==> config.mk <==
export PLATFORM = sky130hd
export DESIGN_NAME = counter_4bit
export DESIGN_NICKNAME = d
export VERILOG_FILES = /design/src/rtl/counter_4bit.sv
export SDC_FILE = /design/constraint.sdc
export NUM_CORES = 1
export LEC_CHECK = 0
export CORE_AREA = 2 2 39 41
export DETAILED_ROUTE_END_ITERATION = 8
export DIE_AREA = 0 0 41 43
export PLACE_DENSITY = 0.36
export SKIP_LAST_GASP = 1
export SYNTH_ARGS = -nofsm -noshare
export SYNTH_HDL_FRONTEND = slang
export SYNTH_SLANG_ARGS = --single-unit
==> constraint.sdc <==
create_clock -name clk -period 1 [get_ports clk]
set_input_delay 0.2 -clock clk [delete_from_list [all_inputs] [get_ports clk]]
set_output_delay 0.2 -clock clk [all_outputs]
set_load 0.1 [all_outputs]
==> src/rtl/counter_4bit.sv <==
// Free-running WIDTH-bit up-counter with count enable and asynchronous active-high clear.
// One-cycle latency from en to cnt; tc is combinational so stages can be chained en-to-tc.
module counter_4bit #(
   parameter int WIDTH = 4
) (
   input  logic             clk,
   input  logic             clr,
   input  logic             en,
   output logic [WIDTH-1:0] cnt,
   output logic             tc
);

   logic [WIDTH-1:0] cnt_q;
   logic [WIDTH-1:0] cnt_d;

   // Natural WIDTH-bit overflow supplies the wrap to zero.
   always_comb begin
      cnt_d = cnt_q;
      if (en) begin
         cnt_d = cnt_q + WIDTH'(1);
      end
   end

   always_ff @(posedge clk or posedge clr) begin
      if (clr) begin
         cnt_q <= '0;
      end else begin
         cnt_q <= cnt_d;
      end
   end

   assign cnt = cnt_q;
   assign tc  = en & (&cnt_q);

endmodule

==> results of run 1 <==
[critical path: stages (launching register included)]
cell and delay, ns:
dfrtp_4 0.48, ha_4 0.17, nand2_4 0.06, nor2_4 0.04, buf_12 0.16
[cells in the final DEF, fill, tap and decap left out, drive strengths merged]
master | Yosys | final
dfrtp | 4 | 4
xor2 | 1 | 1
xnor2 | 2 | 2
inv | 1 | 1
dlygate4sd2 | 0 | 1
clkdlybuf4s50 | 0 | 1
mux2 | 1 | 1
clkbuf | 0 | 3
nand2 | 2 | 2
buf | 0 | 15
nor2 | 1 | 1
nand4 | 1 | 1
ha | 1 | 1
[worst max-delay path by stage]
stage                 from  endpoint  slack [ns]  cells after the start
finish              cnt[0]        tc       -0.34                      4
global route        cnt[0]        tc       -0.37                      4
CTS                 cnt[0]        tc       -0.35                      4
detailed placement      en        tc       -0.37                      4
global placement        en        tc       -0.35                      4
floorplan           cnt[0]        tc       -0.53                      3
[stage by stage]
stage                     std cells  instance area [sq um]  hold slack, ns
final                            50                    465           0.164
after global placement           44                    407           0.407
after global routing             50                    465           0.171
after CTS                        49                    450           0.166
after detailed placement         44                    407           0.405
after floorplan                  14                    214         -0.0338
[layout make-up]
class | instances | share of cell area [%]
Timing Repair Buffer | 17 | 43.3
Sequential cell | 4 | 24.7
Multi-Input combinational cell | 9 | 22.0
Clock buffer | 3 | 4.84
Tap cell | 16 | 4.30
Inverter | 1 | 0.806
[timing repair]
item | 4_1_cts | 5_1_grt
endpoints found under the setup margin | 7 | 8
gates resized for setup | 3 | 1
pin swaps | 0 | 3
gates cloned | 0 | 0
setup buffers | 2 | 1
[kinds of logic after synthesis]
family | count (synthesis)
adder cells (fa/ha/maj) | 1
buffers and inverters | 1
flip-flops | 4
XOR/XNOR | 3
AND/OR/NAND/NOR | 4
multiplexers | 1
[metal layers]
metal  vias up  track usage, %  wire [um]
met5         -               0          0
met4         0            2.00          0
met3         0            6.81         49
met2        10            9.06        217
met1        84            9.06        168
li1         87               -          -
==> results.sh, run 1 <==
export IMPL_arrival_ns=1.14
export IMPL_drt_iter0_markers=2
export IMPL_cts_clk_slew_worst_paths_ns=0.04
export IMPL_core_area_sq_mm=0.00138
export IMPL_synthAdderAreaFrac_pct=7.30
export IMPL_outcome="complete, but fails checks"
export IMPL_antenna_found_initial=0
export IMPL_fin_ws_ns=-0.340
export IMPL_synth_top_flop_cell="dfrtp_1"
export IMPL_syn_area_per_cell_sq_um=12.2
export IMPL_synth_top_family_by_area="XOR/XNOR gates"
export IMPL_clkLatencyLatePin_ns=0.23
export IMPL_rr_endpoint="cnt[1]"
export IMPL_yosys_top_cells_count="dfrtp_1 (4), nand2_1 (2), xnor2_1 (2)"
export IMPL_finalSetupViolations=8
export IMPL_regArea_sq_um=115
export IMPL_fin_worst_skew_ns=0.000985
export IMPL_layout_nets=40
export IMPL_synth_compound_area_share_pct=0
export IMPL_fillers=141
export IMPL_wl_um=435
export IMPL_end_kind="primary output"
export IMPL_synth_area_leaders="dfrtp_1 (58%), xnor2_1 (10%), ha_1 (7.3%)"
export IMPL_antenna_left=0
export IMPL_area_delta_synth_final_pct=172
export IMPL_ff2ff_setup_slack_ns=-0.22
export IMPL_dp_hpwl_um=337
export IMPL_synth_top_area_share_pct=58.4
export IMPL_cts_root_buf="clkbuf_4"
export IMPL_synth_xor_area_share_pct=15.3
export IMPL_synth_edf_count=0
export IMPL_post_drt_wl_per_cell_um=8.70
export IMPL_syn_inst=14
export IMPL_rows=14
export IMPL_clock_sinks=4
export IMPL_grt_max_degree=5
export IMPL_async_flop_share_pct=100
export IMPL_achievable_frequency_mhz=746
export IMPL_portBuffers=7
export IMPL_antenna_cells=0
export IMPL_fin_util_pct=33.6
export IMPL_critPathLaunchType="register"
export IMPL_yosysWarnings=0
export IMPL_dieArea_sq_mm=0.00176
export IMPL_reg2reg_depth=4
export IMPL_synth_largest_area_cell="dfrtp_1"
export IMPL_critical_path_max_fanout=2
export IMPL_grt_total_usage_pct=7.34
export IMPL_critical_path_class="register to primary output"
export IMPL_first_pass_iters=3
export IMPL_fin_crit_sh_pct=134
export IMPL_rsz0062_at_grt="yes"
export IMPL_remaining_drc_errors=0
export IMPL_overflow=0
export IMPL_tightest_slew_ns=0.219
export IMPL_die_y_um=43
export IMPL_vias=181
export IMPL_place_ws_ns=-0.371
export IMPL_cp_data_required_time_ns=0.80
export IMPL_viasPerCell=3.62
export IMPL_start_util_pct=12.4
export IMPL_hp_class="primary input to asynchronous set/reset pin"
export IMPL_dieWidth_um=41
export IMPL_largest_register_ffs=4
export IMPL_h_tree_depth=1
export IMPL_ys_seq_area_share_pct=58.4
export IMPL_ios=8
export IMPL_syn_nets=18
export IMPL_slew_viol_final=0
export IMPL_grt_pass1_vias=194
export IMPL_ys_seq_elements=4
export IMPL_synth_mux_area_share_pct=6.57
export IMPL_violations="setup timing"
export IMPL_maxCapViolCount=0
export IMPL_synth_most_common_cell="dfrtp_1"
export IMPL_synth_cell_type_count=9
export IMPL_multi_input_area_sq_um=103
export IMPL_synthSimpleGateAreaFrac_pct=10.2
export IMPL_cts_made_buffers=3
export IMPL_clockBufferDepth=2
export IMPL_max_slew_margin_rel_pct=85.4
export IMPL_routabilityCongestion=0.591
export IMPL_tns_ns=-1.71
export IMPL_cts_hold_buf=0
export IMPL_grt_pass1_wl_um=821
export IMPL_synth_area_sq_um=171
export IMPL_crit_reg2reg_launch="cnt[1]"
export IMPL_finalHoldViolations=0
export IMPL_min_period_ns=1.34
export IMPL_layout_drive_gt1_share_pct=79.4
export IMPL_cts_tree="done"
Power of run 1 is left out: the tool's default activity adds up to more than one toggle a clock period on the data nets, which glitch-free logic cannot reach.
==> run 2, diff against run 1 <==
--- a/config.mk
+++ b/config.mk
@@ -5,6 +5,7 @@
 export SDC_FILE = /design/constraint.sdc
 export NUM_CORES = 1
 export LEC_CHECK = 0
+export ABC_CLOCK_PERIOD_IN_PS = 1000
 export CORE_AREA = 2 2 39 41
 export DETAILED_ROUTE_END_ITERATION = 8
 export DIE_AREA = 0 0 41 43
==> results of run 2 <==
Final layout, timing and power as in run 1 (identical DEF).
Power of run 2 is left out for the same reason.
==> run 3, diff against run 2 <==
--- a/config.mk
+++ b/config.mk
@@ -7,6 +7,7 @@
 export LEC_CHECK = 0
 export ABC_CLOCK_PERIOD_IN_PS = 1000
 export CORE_AREA = 2 2 39 41
+export CTS_BUF_LIST = sky130_fd_sc_hd__clkbuf_8
 export DETAILED_ROUTE_END_ITERATION = 8
 export DIE_AREA = 0 0 41 43
 export PLACE_DENSITY = 0.36
==> results.sh, run 3 (synthesis results as in run 1) <==
export IMPL_holdWs_ns=0.181
export IMPL_grt_total_usage_pct=7.24
export IMPL_cts_made_buffers=3
export IMPL_dp_hpwl_um=337
export IMPL_arrival_ns=1.12
export IMPL_antenna_found_initial=0
export IMPL_end_kind="primary output"
export IMPL_grt_pass1_vias=196
export IMPL_maxCapViolCount=0
export IMPL_critical_path_max_fanout=2
export IMPL_met1_length_um=165
export IMPL_cts_hold_buf=0
export IMPL_min_period_ns=1.32
export IMPL_routabilityCongestion=0.591
export IMPL_vias=183
export IMPL_finalHoldViolations=0
export IMPL_cts_tree="done"
export IMPL_cp_data_required_time_ns=0.80
export IMPL_grt_max_degree=5
export IMPL_antenna_left=0
export IMPL_antenna_cells=0
export IMPL_finalSetupViolations=8
export IMPL_dieArea_sq_mm=0.00176
export IMPL_dpl_cell_count=44
export IMPL_remaining_drc_errors=0
export IMPL_tightest_slew_ns=0.219
export IMPL_met3_length_um=52
export IMPL_drt_iter0_markers=1
export IMPL_first_pass_iters=2
export IMPL_rows=14
export IMPL_layout_drive_gt1_share_pct=79.4
export IMPL_slowest_delay_ns=0.48
export IMPL_fin_worst_skew_ns=0.000154
export IMPL_critPathLaunchType="register"
export IMPL_die_y_um=43
export IMPL_fin_crit_sh_pct=132
export IMPL_violations="setup timing"
export IMPL_clock_sinks=4
export IMPL_max_slew_margin_rel_pct=85.4
export IMPL_clkLatencyLatePin_ns=0.21
export IMPL_largest_register_ffs=4
export IMPL_cts_root_buf="clkbuf_8"
export IMPL_hp_class="primary input to asynchronous set/reset pin"
export IMPL_final_cell_mix="buf_4 (8), buf_12 (5), dfrtp_4 (4)"
export IMPL_outcome="complete, but fails checks"
export IMPL_h_tree_depth=1
export IMPL_dr_max_layer_used="met3"
export IMPL_fin_ws_ns=-0.320
export IMPL_achievable_frequency_mhz=758
export IMPL_slew_viol_final=0
export IMPL_clockBufferDepth=2
export IMPL_final_cell_count_no_fill=50
export IMPL_wl_um=429
export IMPL_ios=8
export IMPL_cts_clk_slew_worst_paths_ns=0.03
export IMPL_area_delta_synth_final_pct=182
export IMPL_layout_nets=40
export IMPL_portBuffers=7
export IMPL_core_area_sq_mm=0.00138
export IMPL_start_util_pct=12.4
export IMPL_overflow=0
export IMPL_dieWidth_um=41
export IMPL_grt_pass1_wl_um=814
export IMPL_layout_commonest_cell="buf_4"
export IMPL_wl_met2_um=211
export IMPL_rsz0062_at_grt="yes"
export IMPL_viasPerCell=3.66
export IMPL_path_cells="ha_4 > nand2_4 > nor2_4 > buf_12"
export IMPL_cpMaxStageDelayCell="dfrtp_4"
export IMPL_critical_path_class="register to primary output"
export IMPL_post_drt_wl_per_cell_um=8.58
==> run 3: cell count changes in the layout (fill, tap and decap cells not counted) <==
cell	before	now
clkbuf_4	3	0
clkbuf_8	0	3
==> run 3: layer usage <==
| metal | track usage (%) | vias up |
|---|---|---|
| li1 | - | 87 |
| met1 | 8.74 | 86 |
| met2 | 9.06 | 10 |
| met3 | 6.81 | 0 |
| met4 | 2.00 | 0 |
| met5 | 0 | - |
==> run 3: through the flow <==
step,utilization (%),setup TNS (ns),cell area (sq um),setup slack [ns]
detailed placement,29.4,-1.29,407,-0.371
global placement,29.4,-1.20,407,-0.347
floorplan,-,-0.924,214,-0.527
global route,35.0,-1.87,484,-0.347
finish,35.0,-1.61,484,-0.320
CTS,33.9,-1.58,469,-0.327
==> run 3: worst max-delay path, delay by kind of cell (launching register included) <==
kind	cells	cell delay, ns
adder cells (fa/ha/maj)	1	0.17
flip-flops	1	0.48
AND/OR/NAND/NOR	2	0.10
buffers and inverters	1	0.16
==> run 3: what timing repair did <==
| item | in CTS | in global routing |
|---|---|---|
| hold endpoints to repair | 0 | 0 |
| endpoints found under the setup margin | 7 | 8 |
| pin swaps | 0 | 3 |
| buffers inserted | 2 | 1 |
| resized for setup | 3 | 1 |
==> run 3: worst paths after layout <==
check                               to    from  slack (ns)  cells after the start
worst min register to register  cnt[3]  cnt[3]        0.61                      2
worst max-delay path                tc  cnt[0]       -0.32                      4
max in group asynchronous       cnt[1]     clr        0.64                      2
min in group clk                cnt[3]      en        0.53                      3
worst min-delay path            cnt[2]     clr        0.18                      2
worst max register to register  cnt[1]  cnt[1]       -0.22                      4
==> run 3: final cells by class <==
class	instances	area, sq um
Sequential cell	4	115
Inverter	1	3.75
Clock buffer	3	41.3
Multi-Input combinational cell	9	103
Timing Repair Buffer	17	201
Fill cell	136	900
Tap cell	16	20.0
Power of run 3 is left out for the same reason.
